## src/rtl/video_cfg_if.sv

```systemverilog
// Configuration bundle between the user_io status decode and the video config sequencer:
// requested values flow in and applied values flow out to mist_video.
interface video_cfg_if;
    logic [1:0] scanlines_in;
    logic [1:0] rotate_in;
    logic       blend_in;
    logic       sd_disable_in;
    logic       ypbpr_in;
    logic       no_csync_in;

    logic [1:0] scanlines;
    logic [1:0] rotate;
    logic       blend;
    logic       scandoubler_disable;
    logic       ypbpr;
    logic       no_csync;

    modport master (
        output scanlines_in, rotate_in, blend_in, sd_disable_in, ypbpr_in, no_csync_in,
        input  scanlines, rotate, blend, scandoubler_disable, ypbpr, no_csync
    );

    modport slave (
        input  scanlines_in, rotate_in, blend_in, sd_disable_in, ypbpr_in, no_csync_in,
        output scanlines, rotate, blend, scandoubler_disable, ypbpr, no_csync
    );
endinterface

```

## src/rtl/video_cfg_sequencer.sv

```systemverilog
// Latches video pipeline configuration only at frame boundaries and mutes video for a few
// frames after sync-affecting changes; a watchdog supplies boundaries when VBlank stops.
module video_cfg_sequencer #(
    parameter int MUTE_FRAMES = 2,
    parameter int TO_WIDTH    = 22
) (
    input  logic         clk_sys,
    input  logic         reset,
    input  logic         VBlank,
    video_cfg_if.slave   cfg,
    output logic         mute,
    output logic         cfg_pending,
    output logic         vs_lost
);

    typedef struct packed {
        logic [1:0] scanlines;
        logic [1:0] rotate;
        logic       blend;
        logic       sd_disable;
        logic       ypbpr;
        logic       no_csync;
    } cfg_t;

    typedef enum logic {IDLE, MUTE} state_t;

    localparam logic [3:0] MF = 4'(MUTE_FRAMES);

    cfg_t                cfg_in, cfg_q, applied;
    state_t              state;
    logic [3:0]          mcnt;
    logic                force_major;
    logic                vb_d;
    logic [TO_WIDTH-1:0] wd;
    logic                real_fb, syn_fb, fb;
    logic                real_q, syn_q, fb_q;
    logic                major_diff;

    assign cfg_in = '{scanlines:  cfg.scanlines_in,
                      rotate:     cfg.rotate_in,
                      blend:      cfg.blend_in,
                      sd_disable: cfg.sd_disable_in,
                      ypbpr:      cfg.ypbpr_in,
                      no_csync:   cfg.no_csync_in};

    assign cfg.scanlines           = applied.scanlines;
    assign cfg.rotate              = applied.rotate;
    assign cfg.blend               = applied.blend;
    assign cfg.scandoubler_disable = applied.sd_disable;
    assign cfg.ypbpr               = applied.ypbpr;
    assign cfg.no_csync            = applied.no_csync;

    assign real_fb = VBlank & ~vb_d;
    assign syn_fb  = &wd;
    assign fb      = real_fb | syn_fb;
    // Boundary is acted on one cycle later so outputs move on the second edge after VBlank rises
    assign fb_q    = real_q | syn_q;

    assign major_diff = force_major ||
        ({cfg_q.sd_disable, cfg_q.ypbpr, cfg_q.no_csync} !=
         {applied.sd_disable, applied.ypbpr, applied.no_csync});

    always_ff @(posedge clk_sys) begin
        if (reset) begin
            cfg_q       <= '0;
            applied     <= '0;
            cfg_pending <= 1'b0;
            vb_d        <= 1'b1;
            wd          <= '0;
            real_q      <= 1'b0;
            syn_q       <= 1'b0;
            vs_lost     <= 1'b0;
            mute        <= 1'b1;
            state       <= MUTE;
            mcnt        <= MF;
            force_major <= 1'b1;
        end else begin
            cfg_q       <= cfg_in;
            cfg_pending <= (cfg_q != applied);
            vb_d        <= VBlank;
            wd          <= fb ? '0 : wd + 1'b1;
            real_q      <= real_fb;
            syn_q       <= syn_fb;

            if (real_q)     vs_lost <= 1'b0;
            else if (syn_q) vs_lost <= 1'b1;

            if (fb_q) begin
                applied <= cfg_q;
                case (state)
                    IDLE: begin
                        if (major_diff) begin
                            mute  <= 1'b1;
                            mcnt  <= MF;
                            state <= MUTE;
                        end
                    end
                    MUTE: begin
                        if (major_diff) begin
                            mcnt        <= MF;
                            force_major <= 1'b0;
                        end else begin
                            mcnt <= mcnt - 4'd1;
                            if (mcnt == 4'd1) begin
                                mute  <= 1'b0;
                                state <= IDLE;
                            end
                        end
                    end
                    default: state <= IDLE;
                endcase
            end
        end
    end

endmodule

```

## src/flat_wrapper.sv

```systemverilog
// flat-port wrapper written by rule: the top's interface ports become plain ports
module video_cfg_sequencer_flat 
#(
    parameter int MUTE_FRAMES = 2,
    parameter int TO_WIDTH    = 22
)
  (clk_sys, reset, VBlank, mute, cfg_pending, vs_lost, cfg_scanlines_in, cfg_rotate_in, cfg_blend_in, cfg_sd_disable_in, cfg_ypbpr_in, cfg_no_csync_in, cfg_scanlines, cfg_rotate, cfg_blend, cfg_scandoubler_disable, cfg_ypbpr, cfg_no_csync);
  video_cfg_if cfg_i ();
  input  logic clk_sys;
  input  logic reset;
  input  logic VBlank;
  output logic mute;
  output logic cfg_pending;
  output logic vs_lost;
  input wire logic [$bits(cfg_i.scanlines_in)-1:0] cfg_scanlines_in;
  input wire logic [$bits(cfg_i.rotate_in)-1:0] cfg_rotate_in;
  input wire logic [$bits(cfg_i.blend_in)-1:0] cfg_blend_in;
  input wire logic [$bits(cfg_i.sd_disable_in)-1:0] cfg_sd_disable_in;
  input wire logic [$bits(cfg_i.ypbpr_in)-1:0] cfg_ypbpr_in;
  input wire logic [$bits(cfg_i.no_csync_in)-1:0] cfg_no_csync_in;
  output wire logic [$bits(cfg_i.scanlines)-1:0] cfg_scanlines;
  output wire logic [$bits(cfg_i.rotate)-1:0] cfg_rotate;
  output wire logic [$bits(cfg_i.blend)-1:0] cfg_blend;
  output wire logic [$bits(cfg_i.scandoubler_disable)-1:0] cfg_scandoubler_disable;
  output wire logic [$bits(cfg_i.ypbpr)-1:0] cfg_ypbpr;
  output wire logic [$bits(cfg_i.no_csync)-1:0] cfg_no_csync;
  assign cfg_i.scanlines_in = cfg_scanlines_in;
  assign cfg_i.rotate_in = cfg_rotate_in;
  assign cfg_i.blend_in = cfg_blend_in;
  assign cfg_i.sd_disable_in = cfg_sd_disable_in;
  assign cfg_i.ypbpr_in = cfg_ypbpr_in;
  assign cfg_i.no_csync_in = cfg_no_csync_in;
  assign cfg_scanlines = cfg_i.scanlines;
  assign cfg_rotate = cfg_i.rotate;
  assign cfg_blend = cfg_i.blend;
  assign cfg_scandoubler_disable = cfg_i.scandoubler_disable;
  assign cfg_ypbpr = cfg_i.ypbpr;
  assign cfg_no_csync = cfg_i.no_csync;
  video_cfg_sequencer #(.MUTE_FRAMES(MUTE_FRAMES), .TO_WIDTH(TO_WIDTH)) u_core (.clk_sys(clk_sys), .reset(reset), .VBlank(VBlank), .cfg(cfg_i), .mute(mute), .cfg_pending(cfg_pending), .vs_lost(vs_lost));
endmodule
```

## config.mk

```make
export PLATFORM = sky130hd
export DESIGN_NAME = video_cfg_sequencer_flat
export DESIGN_NICKNAME = d
export VERILOG_FILES = /design/src/rtl/video_cfg_if.sv /design/src/rtl/video_cfg_sequencer.sv /design/src/flat_wrapper.sv
export SDC_FILE = /design/constraint.sdc
export NUM_CORES = 1
export LEC_CHECK = 0
export ABC_CLOCK_PERIOD_IN_PS = 1800
export CAP_MARGIN = 20
export CORE_MARGIN = 2
export CORE_UTILIZATION = 55
export CTS_CLUSTER_DIAMETER = 150
export DETAILED_ROUTE_END_ITERATION = 10
export PLACE_DENSITY = 0.88
export SLEW_MARGIN = 30
export SYNTH_ARGS = -nofsm -noshare
export SYNTH_HDL_FRONTEND = slang
export SYNTH_SLANG_ARGS = --single-unit
export TNS_END_PERCENT = 50
```

## constraint.sdc

```tcl
create_clock -name clk_sys -period 1.8 [get_ports clk_sys]
set_input_delay 0.36 -clock clk_sys [delete_from_list [all_inputs] [get_ports clk_sys]]
set_output_delay 0.36 -clock clk_sys [all_outputs]
set_load 0.02 [all_outputs]
```

# Word level (Yosys, flattened, before mapping)
# Cells that the tools add are included.
# W data, S select, Z words.
classes:
  reduce_logical: 7
  bitwise_logic: 5
  n_mux: 11
  add_sub_neg: 2
  n_eq_ne: 6
op_table:
  columns: ["cell", "count"]
  rows:
  - ["$add A22 B1 Y22 const B", 1]
  - ["$reduce_and A22 Y1", 1]
  - ["$mux W4", 2]
  - ["$ne A8 B8 Y1", 1]
  - ["$pmux W4 S2", 1]
  - ["$mux W1", 6]
  - ["$eq A4 B1 Y1 const B", 1]
  - ["$ne A2 B2 Y1 const B", 2]
  - ["$pmux W1 S2", 2]
  - ["$reduce_and A4 Y1", 1]
  - ["$reduce_or A2 Y1", 2]
  - ["$sub A4 B1 Y4 const B", 1]
  - ["$ne A3 B3 Y1", 1]
  - ["$reduce_and A3 Y1", 1]
  - ["$ne A2 B1 Y1 const B", 1]
  - ["$not A1 Y1", 2]
  - ["$or A1 B1 Y1", 2]
  - ["$reduce_and A2 Y1", 1]
  - ["$and A1 B1 Y1", 1]
  - ["$logic_or A1 B1 Y1", 1]
word_totals:
  reg_bits: 50
  out_inout_bits: 11
  inputBits: 11
  wordCells: 53

# Logic depth before layout (Yosys ltp)
# Gate-level depths: netlist (run 1).
logic_depth:
  word_depth: 4
  depth_mapped: 6
  depth_no_buf: 5

# Worst setup path after synthesis (run 1)
# OpenSTA, ideal clock, no wires.
synth_path:
  path_type: "register to register"
  from: "reg u_core.applied (netlist bit u_core.cfg.scandoubler_disable)"
  to: "reg u_core.mcnt[2]"
  setup_time_ns: 0.074
  path_stages_with_launch: 5
  slack_ns: 0.004
  required_time_ns: 1.726
  n_path_buf: 0
  synth_period_minus_slack_ns: 1.796
  arrival_ns: 1.722
  cell_sequence: "dfxtp_1 xor2_1 or4b_4 or4_1 a31oi_1"
synth_via:
  elab_chain_cells: 4
  elab_cells_between_ends: 6
  classes_between: "2 x eq/ne; 2 x mux; 2 x reduce/logical"
synth_rtl:
  columns: ["item", "line_no", "rtl"]
  rows:
  - ["from (decl)", "video_cfg_sequencer.sv:29", "cfg_t cfg_in, cfg_q, applied;"]
  - ["from (signal assigned)", "video_cfg_sequencer.sv:89", "applied <= cfg_q;"]
  - ["$ne A3 B3 Y1 *", "video_cfg_sequencer.sv:60", "({cfg_q.sd_disable, cfg_q.ypbpr, cfg_q.no_csync} !="]
  - ["$logic_or A1 B1 Y1 *", "video_cfg_sequencer.sv:59", "assign major_diff = force_major ||"]
  - ["$mux W4 or $ne A2 B1 Y1 (tied branches)", null, null]
  - ["$pmux W4 S2 or $reduce_and A2 Y1 (tied branches)", null, null]
  - ["to (signal assigned)", "video_cfg_sequencer.sv:103", "mcnt <= mcnt - 4'd1;"]
  - ["to (decl)", "video_cfg_sequencer.sv:31", "logic [3:0] mcnt;"]
# Mark *: on every way between the ends. The rest lies on a longest branch, timed or not.
# A chain may end at the register's enable or synchronous reset.

# Worst setup path after layout (run 1)
layout_path:
  from: "reg u_core.applied (netlist bit u_core.cfg.scandoubler_disable)"
  to: "reg u_core.mcnt[3]"
# The elaborated chain is that of the path after synthesis.

==> results of run 1 <==
flip-flops by register name, indices dropped and copies added, names as in the netlist, 2 cells and up:
signal and cells:
u_core.cfg.rotate 2, u_core.cfg.scanlines 2, u_core.cfg_q 8, u_core.mcnt 4, u_core.wd 22
per-layer routing:
layer / track usage, % / vias to the layer above
met3: 4.09 / 6
li1: - / 895
met1: 27.0 / 815
met5: 0 / -
met4: 6.77 / 0
met2: 39.0 / 28
synthesized netlist by cell type, drive strengths merged, types with 4 or more instances:
cell type,number
dfxtp,50
nand2,27
nor2,23
xor2,18
a21oi,15
nand4,13
nand3,11
nor2b,8
clkbuf,7
o21ai,7
a31oi,5
and4,5
nor3,5
nor4,5
or4,5
xnor2,5
buf,4
inv,4
where the power goes:
group / switching [mW] / internal (mW)
registers: 0.0156 / 1.13
clock network: 0.379 / 0.274
logic: 0.0615 / 0.0619
path summary, 6_finish.rpt:
check	to	cells past startpoint	slack [ns]
setup / recovery	u_core.mcnt[3]$_SDFFE_PP0P_	4	0.03
hold / removal	u_core.vs_lost$_SDFFE_PP0P_	1	0.45
setup reg to reg	u_core.mcnt[3]$_SDFFE_PP0P_	4	0.03
hold reg to reg	u_core.vs_lost$_SDFFE_PP0P_	1	0.45
critical path, stage by stage (launching register included):
cell	delay, ns
dfxtp_2	0.34
xor2_1	0.18
or4b_4	0.55
or4_1	0.48
a31oi_1	0.14
final cells by class:
type | count | area share [%]
Timing Repair Buffer | 35 | 12.4
Clock inverter | 3 | 0.840
Multi-Input combinational cell | 173 | 41.5
Clock buffer | 5 | 2.72
Tap cell | 48 | 2.37
Sequential cell | 50 | 39.6
Inverter | 4 | 0.593
what timing repair did:
action                     in CTS  in global routing
cloned                          0                  0
setup endpoints to repair       2                 19
pin swaps                       1                  2
setup buffers                   0                  0
gates resized for setup         2                  1
hold buffers                    0                  0
cell families after synthesis:
family	after synthesis	share of synthesized area, %
flip-flops	50	47.7
AND/OR/NAND/NOR	114	28.9
XOR/XNOR	23	9.59
AO/OA/AOI/OAI	33	9.12
adder cells (fa/ha/maj)	3	1.79
buffers and inverters	15	2.92
metrics by stage:
step | utilization [%] | power, mW | area, µm² | hold WS (ns) | setup TNS (ns)
2_1_floorplan | - | 1.23 | 2100 | 0.415 | 0
3_3_place_gp | 66.3 | 1.29 | 2430 | 0.425 | 0
3_5_place_dp | 66.3 | 1.29 | 2430 | 0.447 | -0.00187
4_1_cts | 69.0 | 1.93 | 2530 | 0.455 | -0.00175
5_1_grt | 69.2 | 1.99 | 2530 | 0.468 | -0.0644
6_report | 69.2 | 1.92 | 2530 | 0.453 | 0
==> impl_results.md, run 1 <==
* Num CTS Buffers at 5
* Via/cell ratio at 5.48
* Hold Fails Final Rpt at 0
* P&R area growth vs syn at 20.7%
* Layout Cells excl Fill at 318
* #FFs+latches synth at 50
* Cell taking the most area after synthesis: dfxtp_1
* Max layer used: met4
* Post-route ant nets at 0
* # diodes at 0
* Routability cong. at 0.783
* Post-synth top area share at between 40% and 50%
* Root Driver: clkbuf_8
* Dominant synthesized flop cell: dfxtp_1
* Residual DRC count at 0
* Hpwl dp at 3110 µm
* Crit path DAT at 2.01 ns
* Most frequent cells in the layout: dfxtp_1, nand2_1, nor2_1
* Crit path kind: reg -> reg
* Max Fclk at 565 MHz
* Die height at roughly 66 µm
* Die ar. at 0.00433 mm²
* Starting Density at 57.3%
* Async SR Flop Fraction at 0%
* Clock Sink Count at 50
* Synth Instances at 238
* Die X at 65.8 µm
* Worst Setup SP: u_core.cfg.scandoubler_disable$_SDFFE_PP0P_
* Worst Hold Launch: u_core.real_q$_SDFF_PP0_
* Placed insts at 310
* Status: finished, final reports clean
* Period minus WS final at 1.77 ns
* Syn_nets at 252
* Synth warn at 0
* Via count of the routed design at 1744
* Met2 wire length at 2150 µm
* Clock Latency Late Sink at a little over 0.3 ns
* Register area at 0.00100 mm²
* Antenna violations before repair at 0
* Max VDD drop at 0.000540 V
* Crit-path max FO at 4
* Reg2Reg Launch Point: u_core.cfg.scandoubler_disable$_SDFFE_PP0P_
* TritonCTS clock tree: done
* Vias in the first global route at 1673
* Number of port buffers at 21
* Filler cells at 282
* Yosys cell types at 32
* Pleak at about 0.95 nW
* EDFF count, synth at 0
* Wire length after detailed routing at 4380 µm
* H-tree levels at 2
* CP startpoint kind: flop
* Area of the multi-input gates at between 0.001 and 0.0015 mm²
* Max-slew violations at 0
* RSZ-0062 raised after global routing: yes
* Worst Clk Skew at 0.0121 ns
* Bufs on Longest Clock Path at 2
* Placement Setup Slack at -0.00187 ns
* Max-cap viol count at 0
* I/O pin count at 22
* Gr ovfl total at 0
* Clk slew on worst S/H paths at approximately 0.09 ns
* Worst Hold Class: reg -> reg
* Starting DRT DRC Count at about 120
* Slew headroom at 68.9%
* Total track usage at 22.0%
* Final period util at 98.4%
* # nets final at around 280
* Row count at 22
* Critical Path RT at 2.04 ns
* Crit. End Element: flop
* Mapped cell area at about 0.0021 mm²
* Tightest Pin Transition at about 0.46 ns
* 1st-pass router iterations at 4
* Power Density at 757 mW/mm²
* Final setup margin at slightly below 0.03 ns
* Post-synthesis sequential area ratio at 47.7%
* Top post-synthesis cells by area: dfxtp_1, xor2_1, nand2_1, nor2_1, a21oi_1
* Largest net degree at the start of global routing at 29
* Core ar. at 0.00366 mm²
* Metal-1 WL at 2040 µm
* Average routed wire per standard cell at 13.8 µm
* Final setup fails at 0
* Synthesized area per cell at 8.82 µm²
* Share of cells above drive strength 1 at 11.1%
* Commonest non-fill, non-tap cell in the layout: dfxtp_1
* WL met3 at 128 µm
* First-pass GRT wire length at 7300 µm
Note: power is estimated with default switching activity, not from simulation.
==> inputs of run 2 (changes only) <==
ABC_AREA = 1   (was not set)
CORE_UTILIZATION = 56   (was 55)
==> run 2 against run 1 <==
Net effect:
- area after synthesis up 9.8%
- die area is 7.3% higher
- first-iteration DRC count grew 9.1%
- clock skew is 0.0060 ns lower
- register-to-register slack improved by 0.13 ns
- count of clock-buffer cells in the layout is the same
- global-route usage shrank 1.3 points
- largest power group unchanged
==> impl_results.md, run 2 <==
* Via/cell ratio at 5.21 (was 5.48)
* Hpwl dp at 3070 µm (was 3110 µm)
* Final setup fails at 0 (unchanged)
* Cell taking the most area after synthesis: dfxtp_1 (unchanged)
* Async SR Flop Fraction at 0% (unchanged)
* CP max-delay cell: clkdlybuf4s50_1 (was or4b_4)
* Top post-synthesis cells by area: dfxtp_1, nor2_1, nand2_1, inv_1, xor2_1 (was dfxtp_1, xor2_1, nand2_1, nor2_1, a21oi_1)
* Synth Area in XOR/XNOR at 7.22% (was 9.59%)
* Worst Clk Skew at 0.00610 ns (was 0.0121 ns)
* Share of cells above drive strength 1 at 15.4% (was 11.1%)
* Bufs on Longest Clock Path at 2 (unchanged)
* Period minus WS final at 1.72 ns (was 1.77 ns)
* Die ar. at 0.00464 mm² (was 0.00433 mm²)
* Most common cell in the netlist: dfxtp_1 (unchanged)
* CTS resizes at 0 (was 2)
* Post-synthesis sequential area ratio at 43.4% (was 47.7%)
* Max reg flops at 22 (unchanged)
* Largest family of logic cells by synthesized area: simple AND/OR/NAND/NOR gates (unchanged)
* Hold depth at 1 (unchanged)
* Starting Density at 58.0% (was 57.3%)
* Starting DRT DRC Count at 132 (was 121)
* Yosys cell types at 31 (was 32)
* Hold Fails Final Rpt at 0 (unchanged)
* Worst Hold Class: reg -> reg (unchanged)
* Commonest non-fill, non-tap cell in the layout: dfxtp_1 (unchanged)
* Reg2Reg Launch Point: u_core.wd[0]$_SDFF_PP0_ (was u_core.cfg.scandoubler_disable$_SDFFE_PP0P_)
* Max VDD drop at 0.000644 V (was 0.000540 V)
* Root Driver: clkbuf_8 (unchanged)
* Dominant synthesized flop cell: dfxtp_1 (unchanged)
* WP depth at 1 (was 4)
* Crit path kind: reg -> out (was reg -> reg)
* Core ar. at 0.00397 mm² (was 0.00366 mm²)
* Synthesized area per cell at 7.95 µm² (was 8.82 µm²)
* CP startpoint kind: flop (unchanged)
* Num CTS Buffers at 5 (unchanged)
* Commonest cells in the netlist: dfxtp_1, nor2_1, nand2_1 (was dfxtp_1, nand2_1, nor2_1)
* H-tree levels at 2 (unchanged)
* First-pass GRT wire length at 7180 µm (was 7300 µm)
* Die X at 68.2 µm (was 65.8 µm)
* #FFs+latches synth at 50 (unchanged)
* Most frequent cells in the layout: dfxtp_1, nor2_1, nand2_1 (was dfxtp_1, nand2_1, nor2_1)
* Wire length after detailed routing at 4760 µm (was 4380 µm)
* Max Fclk at 582 MHz (was 565 MHz)
* Residual DRC count at 0 (unchanged)
* Crit. End Element: output port (was flop)
* Max incr delay on CP at 0.63 ns (was 0.55 ns)
* Total track usage at 20.8% (was 22.0%)
* 1st-pass router iterations at 4 (unchanged)
* Power Density at 798 mW/mm² (was 757 mW/mm²)
* Post-route ant nets at 0 (unchanged)
* Crit-path max FO at 4 (unchanged)
* Via count of the routed design at 1918 (was 1744)
* Vias in the first global route at 1676 (was 1673)
* Final period util at 95.5% (was 98.4%)
* Post-Synth Adder-Cell Area at 1.63% (was 1.79%)
* Post-synth top area share at 43.4% (was 47.7%)
* Clk slew on worst S/H paths at 0.10 ns (was 0.09 ns)
* Largest registers in the final layout: u_core.wd: 22 flops, u_core.cfg_q: 8 flops, u_core.mcnt: 4 flops (unchanged)
* Mapped cell area at 0.00230 mm² (was 0.00210 mm²)
* Post-CTS Hold Buffers at 0 (unchanged)
* Post-DP Area at 0.00255 mm² (was 0.00243 mm²)
* # diodes at 0 (unchanged)
* Row count at 23 (was 22)
* Crit path DAT at 1.36 ns (was 2.01 ns)
* Synth warn at 0 (unchanged)
* Worst Path Buf+Inv at 1 (was 0)
* Crit-path leading delay family: buffers and inverters (was simple AND/OR/NAND/NOR gates)
* TritonCTS clock tree: done (unchanged)
* Clock Latency Late Sink at 0.31 ns (about the same)
* EDFF count, synth at 0 (unchanged)
* Tightest Pin Transition at 0.379 ns (was 0.464 ns)
* Syn_nets at 304 (was 252)
* Post-CTS Setup Inserts at 0 (unchanged)
* P&R area growth vs syn at 16.4% (was 20.7%)
* Max-cap viol count at 0 (unchanged)
* Setup TNS at 0 ns (unchanged)
* Die height at 68.2 µm (was 65.8 µm)
* Gr ovfl total at 0 (unchanged)
* Critical Path RT at 1.44 ns (was 2.04 ns)
* Post-synthesis mux area share at 0% (unchanged)
* Slew headroom at 74.6% (was 68.9%)
* Final instance area at 0.00268 mm² (was 0.00253 mm²)
* Total power at 2.14 mW (was 1.92 mW)
* Synth Instances at 290 (was 238)
* Antenna violations before repair at 0 (unchanged)
* Register bank with the most flops: u_core.wd (unchanged)
* # nets final at 331 (was 283)
* Worst Setup SP: u_core.cfg.scandoubler_disable$_SDFFE_PP0P_ (unchanged)
* Max-slew violations at 0 (unchanged)
* Status: finished, final reports clean (unchanged)
* Average routed wire per standard cell at 12.9 µm (was 13.8 µm)
* Reg2reg path depth at 8 (was 4)
* Pleak at 1.12 nW (was 0.948 nW)
* Synth Area in Simple Gates at 33.1% (was 28.9%)
* Routability cong. at 0.865 (was 0.783)
* I/O pin count at 22 (unchanged)
* Largest net degree at the start of global routing at 22 (was 29)
* Number of port buffers at 21 (unchanged)
* Worst Hold Launch: u_core.real_q$_SDFF_PP0_ (unchanged)
* RSZ-0062 raised after global routing: no (was yes)
* Compound-cell area share of the yosys netlist at 5.75% (was 9.12%)
* Hold Slack at 0.431 ns (was 0.453 ns)
* Clock Sink Count at 50 (unchanged)
* CP Cell Sequence: clkdlybuf4s50_1 (was xor2_1, or4b_4, or4_1, a31oi_1)
==> run 2: cell types whose count changed in the layout (fill, tap and decap cells not counted), sizes merged, moves of 4 or more <==
cell   previous run  this run
inv               4        42
nand3            11        19
and4              5         0
nor2b             8         0
nor2             23        66
buf              14         3
or4               5         0
nand4            13         7
a21oi            15         9
a31oi             5         1
nor4              5         0
o21ai             7        11
nand2            27        47
==> run 2: report_power, final <==
| part | internal, mW | switching, mW | leakage [nW] | total (mW) |
|---|---|---|---|---|
| registers | 1.13 | 0.0199 | 0.407 | 1.15 |
| logic | 0.0726 | 0.0984 | 0.653 | 0.171 |
| clock network | 0.423 | 0.394 | 0.0563 | 0.817 |
| total | 1.63 | 0.512 | 1.12 | 2.14 |
==> run 2: through the flow <==
stage,instances,utilization [%],worst slack [ns]
floorplan,290,-,0.357
global placement,359,64.2,0.211
detailed placement,359,64.2,0.144
CTS,367,67.1,0.0735
global route,368,67.6,0.0233
finish,368,67.6,0.0810
==> run 2: cells by family after synthesis <==
group / after synthesis
AO/OA/AOI/OAI: 23
buffers and inverters: 46
XOR/XNOR: 19
adder cells (fa/ha/maj): 3
flip-flops: 50
AND/OR/NAND/NOR: 149
==> run 2: path summary, 6_finish.rpt <==
path	endpoint	slack, ns
hold / removal	u_core.vs_lost$_SDFFE_PP0P_	0.43
hold reg to reg	u_core.vs_lost$_SDFFE_PP0P_	0.43
setup reg to reg	u_core.wd[7]$_SDFF_PP0_	0.16
setup / recovery	cfg_scandoubler_disable	0.08
==> run 2: final cells by class <==
cell class	instances	area, µm²
fillers	307	1290
multi-input cells	195	1120
flip-flops and latches	50	1000
repair buffers	24	233
inverters	41	154
clock buffers	5	68.8
well taps	50	62.6
clock inverters	3	48.8
==> run 2: routing by layer <==
layer / up-vias / share of wire, % / wire length [µm] / global-route usage [%]
li1: 961 / - / - / -
met1: 904 / 45 / 2130 / 25.9
met2: 43 / 50 / 2370 / 34.5
met3: 10 / 3.5 / 166 / 4.44
met4: 0 / 1.9 / 92 / 9.00
met5: - / 0 / 0 / 0
==> inputs of run 3 (changes only) <==
CORE_ASPECT_RATIO = 1.25   (was not set)
==> run 3 against run 2 <==
Net effect:
- flip-flop and latch count is the same
- largest power group unchanged
- design area shrank 1.1%
- sequential power is essentially flat
- critical path type unchanged
==> impl_results.md, run 3 (synthesized netlist as in run 2, its figures left out) <==
* Status: finished, final reports clean (unchanged)
* Period minus WS final at 1.72 ns (about the same)
* Clock Sink Count at 50 (unchanged)
* Most frequent cells in the layout: dfxtp_1, nor2_1, nand2_1 (unchanged)
* Vias in the first global route at 1817 (was 1676)
* Layout Cells excl Fill at 374 (was 368)
* Die X at 61.4 µm (was 68.2 µm)
* Average routed wire per standard cell at 11.1 µm (was 12.9 µm)
* Slew headroom at 75.2% (was 74.6%)
* Via/cell ratio at 4.86 (was 5.21)
* Bufs on Longest Clock Path at 2 (unchanged)
* Final setup fails at 0 (unchanged)
* Core ar. at 0.00403 mm² (was 0.00397 mm²)
* Wire length after detailed routing at 4130 µm (was 4760 µm)
* Max incr delay on CP at 0.64 ns (was 0.63 ns)
* Worst Clk Skew at 0.00410 ns (was 0.00610 ns)
* Final period util at 95.5% (about the same)
* Residual DRC count at 0 (unchanged)
* Gr ovfl total at 0 (unchanged)
* CP max-delay cell: clkdlybuf4s50_1 (unchanged)
* Max Fclk at 582 MHz (about the same)
* Die ar. at 0.00465 mm² (was 0.00464 mm²)
* Crit path DAT at 1.36 ns (about the same)
* Max-cap viol count at 0 (unchanged)
* Worst Hold Class: reg -> reg (unchanged)
* Pleak at 1.10 nW (was 1.12 nW)
* Post-CTS Setup Inserts at 0 (unchanged)
* Die height at 75.7 µm (was 68.2 µm)
* Row count at 26 (was 23)
* Crit-path leading delay family: buffers and inverters (unchanged)
* Crit path kind: reg -> out (unchanged)
* Clock Latency Late Sink at 0.31 ns (about the same)
* I/O pin count at 22 (unchanged)
* Crit-path max FO at 4 (unchanged)
* FF-to-FF setup slack at 0.14 ns (was 0.16 ns)
* Tightest Pin Transition at 0.372 ns (was 0.379 ns)
* Crit. End Element: output port (unchanged)
* Final Core Density at 65.8% (was 67.6%)
* Max reg flops at 22 (unchanged)
* # nets final at 331 (unchanged)
* Total track usage at 20.7% (was 20.8%)
* RSZ-0062 raised after global routing: no (unchanged)
* P&R area growth vs syn at 15.1% (was 16.4%)
* Worst Path Buf+Inv at 1 (unchanged)
* Antenna violations before repair at 0 (unchanged)
* Routability cong. at 0.886 (was 0.865)
* Hold Fails Final Rpt at 0 (unchanged)
* 1st-pass router iterations at 4 (unchanged)
* Num CTS Buffers at 5 (unchanged)
* Largest registers in the final layout: u_core.wd: 22 flops, u_core.cfg_q: 8 flops, u_core.mcnt: 4 flops (unchanged)
* Power Density at 741 mW/mm² (was 798 mW/mm²)
* Max VDD drop at 0.000581 V (was 0.000644 V)
* Number of port buffers at 21 (unchanged)
* Starting DRT DRC Count at 64 (was 132)
* CP Cell Sequence: clkdlybuf4s50_1 (unchanged)
* Critical Path RT at 1.44 ns (about the same)
* Starting Density at 57.1% (was 58.0%)
* Register area at 0.00100 mm² (unchanged)
* TritonCTS clock tree: done (unchanged)
* CP startpoint kind: flop (unchanged)
* Via count of the routed design at 1819 (was 1918)
* Placed insts at 366 (was 359)
* Register bank with the most flops: u_core.wd (unchanged)
* Post-CTS Hold Buffers at 0 (unchanged)
* First-pass GRT wire length at 7240 µm (was 7180 µm)
* CTS resizes at 0 (unchanged)
* Clk slew on worst S/H paths at 0.09 ns (was 0.10 ns)
* Setup TNS at 0 ns (unchanged)
* Root Driver: clkbuf_8 (unchanged)
* H-tree levels at 2 (unchanged)
* Post-route ant nets at 0 (unchanged)
* Area of the multi-input gates at 0.00110 mm² (was 0.00112 mm²)
* Max-slew violations at 0 (unchanged)
* Filler cells at 355 (was 307)
* # diodes at 0 (unchanged)
* Share of cells above drive strength 1 at 15.4% (unchanged)
* Hpwl dp at 3190 µm (was 3070 µm)
* Largest net degree at the start of global routing at 22 (unchanged)
* Commonest non-fill, non-tap cell in the layout: dfxtp_1 (unchanged)
[run 3: cell count changes in the layout (fill, tap and decap cells not counted), sizes merged]
cell	previous run	this run
nand3	19	18
clkinv	0	2
buf	3	4
bufinv	1	0
inv	42	41
[run 3: final cells by class]
| type | count | area share (%) |
|---|---|---|
| clock inverter | 3 | 0.802 |
| timing repair buffer | 25 | 9.05 |
| tap | 56 | 2.64 |
| clock buffer | 5 | 2.59 |
| inverter | 41 | 5.80 |
| sequential | 50 | 37.7 |
| multi-input combinational | 194 | 41.4 |
[run 3: through the flow]
step / hold slack, ns / setup WS [ns] / instance area [µm²] / power [mW]
floorplan: 0.399 / 0.357 / 2300 / 1.29
global placement: 0.421 / 0.206 / 2560 / 1.33
detailed placement: 0.426 / 0.123 / 2560 / 1.34
CTS: 0.445 / 0.0539 / 2650 / 1.99
global route: 0.464 / 0.0210 / 2650 / 2.05
finish: 0.443 / 0.0808 / 2650 / 1.97
[run 3: final timing paths]
| check | startpoint | endpoint | cells after the start |
|---|---|---|---|
| setup / recovery | u_core.cfg.scandoubler_disable$_SDFFE_PP0P_ | cfg_scandoubler_disable | 1 |
| hold / removal | u_core.real_q$_SDFF_PP0_ | u_core.vs_lost$_SDFFE_PP0P_ | 1 |
| setup reg to reg | u_core.wd[0]$_SDFF_PP0_ | u_core.wd[7]$_SDFF_PP0_ | 8 |
| hold reg to reg | u_core.real_q$_SDFF_PP0_ | u_core.vs_lost$_SDFFE_PP0P_ | 1 |
[run 3: power by group]
group          leakage, nW  internal, mW  switching, mW
registers            0.407          1.13         0.0189
clock network       0.0441         0.273          0.381
logic                0.650        0.0714         0.0869
[run 3: layer usage]
layer | GRT usage [%] | vias to the layer above | routed length, µm
met1 | 20.8 | 832 | 1620
met4 | 9.22 | 0 | 67
li1 | - | 953 | -
met2 | 39.6 | 27 | 2330
met5 | 0 | - | 0
met3 | 4.75 | 7 | 115
